### config.mk
export PLATFORM = sky130hd
export DESIGN_NAME = instr_fetch_buffer
export DESIGN_NICKNAME = d
export VERILOG_FILES = /design/src/rtl/instr_fetch_buffer_pkg.sv /design/src/rtl/instr_fetch_buffer_fifo.sv /design/src/rtl/instr_fetch_buffer.sv
export SDC_FILE = /design/constraint.sdc
export NUM_CORES = 1
export LEC_CHECK = 0
export BUFFER_PORTS_ARGS = -buffer_cell sky130_fd_sc_hd__buf_2
export CORE_MARGIN = 2
export CORE_UTILIZATION = 40
export CTS_CLUSTER_DIAMETER = 200
export CTS_CLUSTER_SIZE = 8
export DETAILED_ROUTE_END_ITERATION = 10
export PLACE_DENSITY = 0.71
export SLEW_MARGIN = 20
export SYNTH_ARGS = -nofsm -noshare
export SYNTH_HDL_FRONTEND = slang
export SYNTH_HIERARCHICAL = 1
export SYNTH_SLANG_ARGS = --single-unit
### constraint.sdc
create_clock -name clk -period 6.8 [get_ports clk]
set_input_delay 0.68 -clock clk [delete_from_list [all_inputs] [get_ports clk]]
set_output_delay 0.68 -clock clk [all_outputs]
set_load 0.01 [all_outputs]
### src/rtl/instr_fetch_buffer_pkg.sv
// rv_pkg: shared fetch-path widths, the canonical NOP and the buffered fetch entry type.
package rv_pkg;
    localparam int XLEN = 32;
    localparam int ILEN = 32;
    localparam logic [ILEN-1:0] NOP = 32'h0000_0013;
    typedef struct packed {
        logic [XLEN-1:0] pc;
        logic [ILEN-1:0] instr;
    } fetch_entry_t;
endpackage

### src/rtl/instr_fetch_buffer_fifo.sv
// fetch_fifo: DEPTH-entry synchronous FIFO with flush; DEPTH must be a power of two.
module fetch_fifo #(
    parameter int DW    = 64,
    parameter int DEPTH = 2,
    localparam int AW   = $clog2(DEPTH)
) (
    input  logic          clk,
    input  logic          rst,
    input  logic          push,
    input  logic          pop,
    input  logic          flush,
    input  logic [DW-1:0] wdata,
    output logic [DW-1:0] rdata,
    output logic          full,
    output logic          empty,
    output logic [AW:0]   count
);
    logic [DW-1:0] mem [DEPTH];
    logic [AW-1:0] wr_ptr, rd_ptr;
    logic          do_pop;

    assign do_pop = pop && !empty;
    assign full   = count == (AW+1)'(DEPTH);
    assign empty  = count == '0;
    assign rdata  = mem[rd_ptr];

    always_ff @(posedge clk or negedge rst) begin
        if (!rst) begin
            wr_ptr <= '0;
            rd_ptr <= '0;
            count  <= '0;
            for (int i = 0; i < DEPTH; i++) mem[i] <= '0;
        end else if (flush) begin
            wr_ptr <= '0;
            rd_ptr <= '0;
            count  <= '0;
        end else begin
            if (push) begin
                mem[wr_ptr] <= wdata;
                wr_ptr      <= wr_ptr + 1'b1;
            end
            if (do_pop) rd_ptr <= rd_ptr + 1'b1;
            count <= count + {{AW{1'b0}}, push} - {{AW{1'b0}}, do_pop};
        end
    end
endmodule

### src/rtl/instr_fetch_buffer.sv
// instr_fetch_buffer: issues one-cycle-latency imem reads at pc and buffers {pc, instr}
// pairs for decode; a redirect (flush) discards everything buffered or in flight.
module instr_fetch_buffer
    import rv_pkg::*;
#(
    parameter int WIDTH = XLEN,
    parameter int ILEN  = 32,
    parameter int DEPTH = 2
) (
    input  logic             clk,
    input  logic             rst,
    input  logic [WIDTH-1:0] pc,
    output logic             pc_en,
    output logic             imem_req,
    output logic [WIDTH-1:0] imem_addr,
    input  logic [ILEN-1:0]  imem_rdata,
    input  logic             flush,
    output logic             instr_valid,
    input  logic             instr_ready,
    output logic [ILEN-1:0]  instr,
    output logic [WIDTH-1:0] instr_pc
);
    localparam int AW = $clog2(DEPTH);

    logic             inflight, pop, full, empty;
    logic [WIDTH-1:0] req_pc;
    logic [AW:0]      count;
    logic [AW+1:0]    pending;

    assign pop         = instr_valid && instr_ready;
    assign instr_valid = !empty;
    // Slots already claimed after this cycle's pop; a request only goes out if one stays free.
    assign pending     = {1'b0, count} + {{(AW+1){1'b0}}, inflight} - {{(AW+1){1'b0}}, pop};
    assign imem_req    = rst && !flush && !(full && !pop) && pending < (AW+2)'(DEPTH);
    assign pc_en       = imem_req;
    assign imem_addr   = rst ? pc : '0;

    always_ff @(posedge clk or negedge rst) begin
        if (!rst) begin
            inflight <= 1'b0;
            req_pc   <= '0;
        end else begin
            inflight <= imem_req;
            if (imem_req) req_pc <= pc;
        end
    end

    fetch_fifo #(.DW(WIDTH + ILEN), .DEPTH(DEPTH)) u_fifo (
        .clk   (clk),
        .rst   (rst),
        .push  (inflight && !flush),
        .pop   (pop),
        .flush (flush),
        .wdata ({req_pc, imem_rdata}),
        .rdata ({instr_pc, instr}),
        .full  (full),
        .empty (empty),
        .count (count)
    );
endmodule

==> reports/metrics.cfg <==
[sta]
rsz0062_at_grt = false
final.setup_skew_ns = 0.006957
slew_violations = 0
worstMarginPinSlew_ns = 0.9512
hold_violations = 0
fmax_mhz = 261.3
finalCriticalPeriod_ns = 3.828
fin_setup_tns_ns = 0
maxSlewHeadroom = 0.3658
fin_crit_sh = 0.5629
finalSetupViolations = 0

[place]
dpl-instance-area_um2 = 8672
place_congestion = 0.6956
dpl.hpwl_um = 9886
io_buffers = 166

[clocking]
ctsHoldBuffers = 0
clock-sinks = 165
cts_root_buf = clkbuf_16
htreeDepth = 4
cts_buffer_depth = 2
clock_latency_ns = 0.42
clk_pin_slew_worst_paths_ns = 0.06
cts_resized = 0
cts_buffers = 17
post_cts_buffers = 0
tritoncts = yes

[drt]
avgViaCountPerCell = 4.741
drt-initial-drc-count = 164
ant_nets = 0
vias = 4357
wl_per_cell_um = 16.68
first_pass_iters = 4
routed_wl_um = 15330
drcViolationCount = 0

[global_routing]
grt.overflow.total = 0
grt_max_degree = 82
grt_pass1_vias = 4517
grt_pass1_wl_um = 23760
antenna_found_initial = 1
grtUsageTotal = 0.1496

[floorplanning]
ios = 167
die_y_um = 143.8
core_um2 = 19330
die_w_um = 143.8
initial_core_util = 0.4046
rows = 51
dieArea_um2 = 20690

[power]
power_density_nw_per_um2 = 355.0
switching_share = 0.2738
p_clk_frac = 0.277
power_switching_mw = 0.8968
p_seq_frac = 0.442
intPower_mw = 2.378
p_comb_frac = 0.281
ir_drop_v = 0.0002013
power_leakage_nw = 4.603

[critical_path]
crit_path_max_fanout = 17
cp_data_arrival_time_ns = 3.15
r2r_cells = 9
required_ns = 6.12
r2r_end = req_pc[22]$_DFFE_PN0P_
endpoint = pc_en
crit_path_end_kind = output port
r2r_start = u_fifo/count[1]$_DFF_PN0_
path_class = flop to output port
crit_start = u_fifo/count[1]$_DFF_PN0_
reg2reg_slack_ns = 3.38
startpoint_type = flop

[synthesis]
ys_types = 22
synth_nets = 550
synth_ff_type = dfrtp_1
synthArstFlopShare = 1.000
synthCells = 478
avgSynthCellArea_um2 = 16.37
ys_ff_latch = 165
synth_top_area_frac = 0.5278
seq_area_frac_synth = 0.5278
synthTopCellsByArea = dfrtp_1 (53%), mux2_2 (19%), mux2_4 (18%)
synth_area_um2 = 7823
yosys-top-cells-count = dfrtp_1 (165), mux2_2 (131), mux2_4 (94)
yosys_warnings = 6
synth_top_area_cell = dfrtp_1
synthMostInstantiatedCell = dfrtp_1
synth_enable_flop_cells = 0

[run]
drv_cap = 0

[cells_and_area]
final_net_count = 714
design_area_um2 = 9226
layout-drive-gt1-share = 0.6606
antenna_cells = 0
synthToLayoutAreaGrowth_pct = 17.95

[worst_hold_path]
hold_class = input pin to async pin

[status]
outcome = complete, no violations

==> how the worst min path moves through the flow <==
stage | start | end | slack [ns] | cells after the start
final | rst | u_fifo/mem[4]$_DFFE_PN0P_ | 0.28 | 1
after global routing | rst | u_fifo/mem[4]$_DFFE_PN0P_ | 0.30 | 1
after CTS | rst | u_fifo/mem[69]$_DFFE_PN0P_ | 0.28 | 1
after detailed placement | u_fifo/mem[0]$_DFFE_PN0P_ | u_fifo/mem[0]$_DFFE_PN0P_ | 0.49 | 1
after global placement | u_fifo/mem[1]$_DFFE_PN0P_ | u_fifo/mem[1]$_DFFE_PN0P_ | 0.48 | 1
after floorplan | rst | inflight$_DFF_PN0_ | 0.38 | 0
==> sequential cells by signal, summed over array words and instances, names as in the netlist <==
register	cells
u_fifo/count	2
inflight	1
req_pc	32
u_fifo/mem	128
u_fifo/wr_ptr	1
u_fifo/rd_ptr	1
==> placed cells by master, fill, tap and decap left out, types with 2 or more instances in the layout <==
cell type / synthesis / layout
and2_1: 32 / 32
and2b_2: 2 / 2
buf_2: 7 / 165
buf_4: 1 / 8
clkbuf_1: 3 / 3
clkbuf_16: 0 / 17
clkbuf_8: 0 / 3
clkinv_2: 0 / 3
clkinvlp_4: 0 / 3
dfrtp_1: 165 / 164
ha_1: 3 / 3
inv_1: 5 / 5
mux2_2: 131 / 131
mux2_4: 94 / 94
nor2_1: 4 / 4
nor2b_1: 4 / 4
xnor2_1: 2 / 2
==> critical path, cell delays in order (launching register included) <==
cell,delay [ns]
dfrtp_1,0.47
nor2_1,0.10
nor2b_1,0.24
ha_1,0.28
nand2b_1,0.16
fa_1,0.48
nor2b_1,0.13
o2111a_2,0.62
buf_2,0.24
==> metal layers <==
layer / vias up / track usage / wire [um] / share of wire
met1: 2227 / 0.1996 / 7166 / 0.47
met3: 12 / 0.04465 / 763 / 0.050
li1: 1996 / - / - / -
met5: - / 0 / 12 / 0.00078
met4: 2 / 0.04386 / 111 / 0.0072
met2: 120 / 0.2363 / 7276 / 0.47
==> cell families (layout without fill, tap and decap cells) <==
logic type      Yosys count  count (layout)  share of synthesized area
compound gates            2               2                   0.002399
xor+xnor                  3               3                   0.005119
fa+ha+maj                 4               4                   0.007358
buf+inv                  34             210                    0.05198
flops                   165             165                     0.5278
mux                     225             225                     0.3690
simple gates             45              45                    0.03631
==> layout make-up <==
type	instances	area, um2
well taps	265	331.6
repair buffers	174	897.1
clock buffers	23	478.0
multi-input cells	279	3294
clock inverters	8	76.32
fillers	1697	10110
flip-flops and latches	165	4130
inverters	5	18.77
==> power groups by stage <==
stage          registers, mW  clock network (mW)  logic (mW)
5_1_grt                 1.49               0.985       0.996
3_5_place_dp            1.46                   0       0.929
6_report                1.45               0.909       0.920
2_1_floorplan           1.40                   0       0.665
4_1_cts                 1.45               0.945       0.936
3_3_place_gp            1.44                   0       0.908
==> stage by stage <==
step           power (mW)  setup WS, ns  instances  utilization  hold WS [ns]
2_1_floorplan       2.069         3.692        478            -        0.3844
3_3_place_gp        2.344         3.261        888       0.4485        0.4810
3_5_place_dp        2.392         3.140        888       0.4485        0.4895
4_1_cts             3.329         2.921        919       0.4772        0.2764
5_1_grt             3.468         2.798        919       0.4772        0.3038
6_report            3.275         2.972        919       0.4772        0.2836
(Power assumes the default switching activity.)
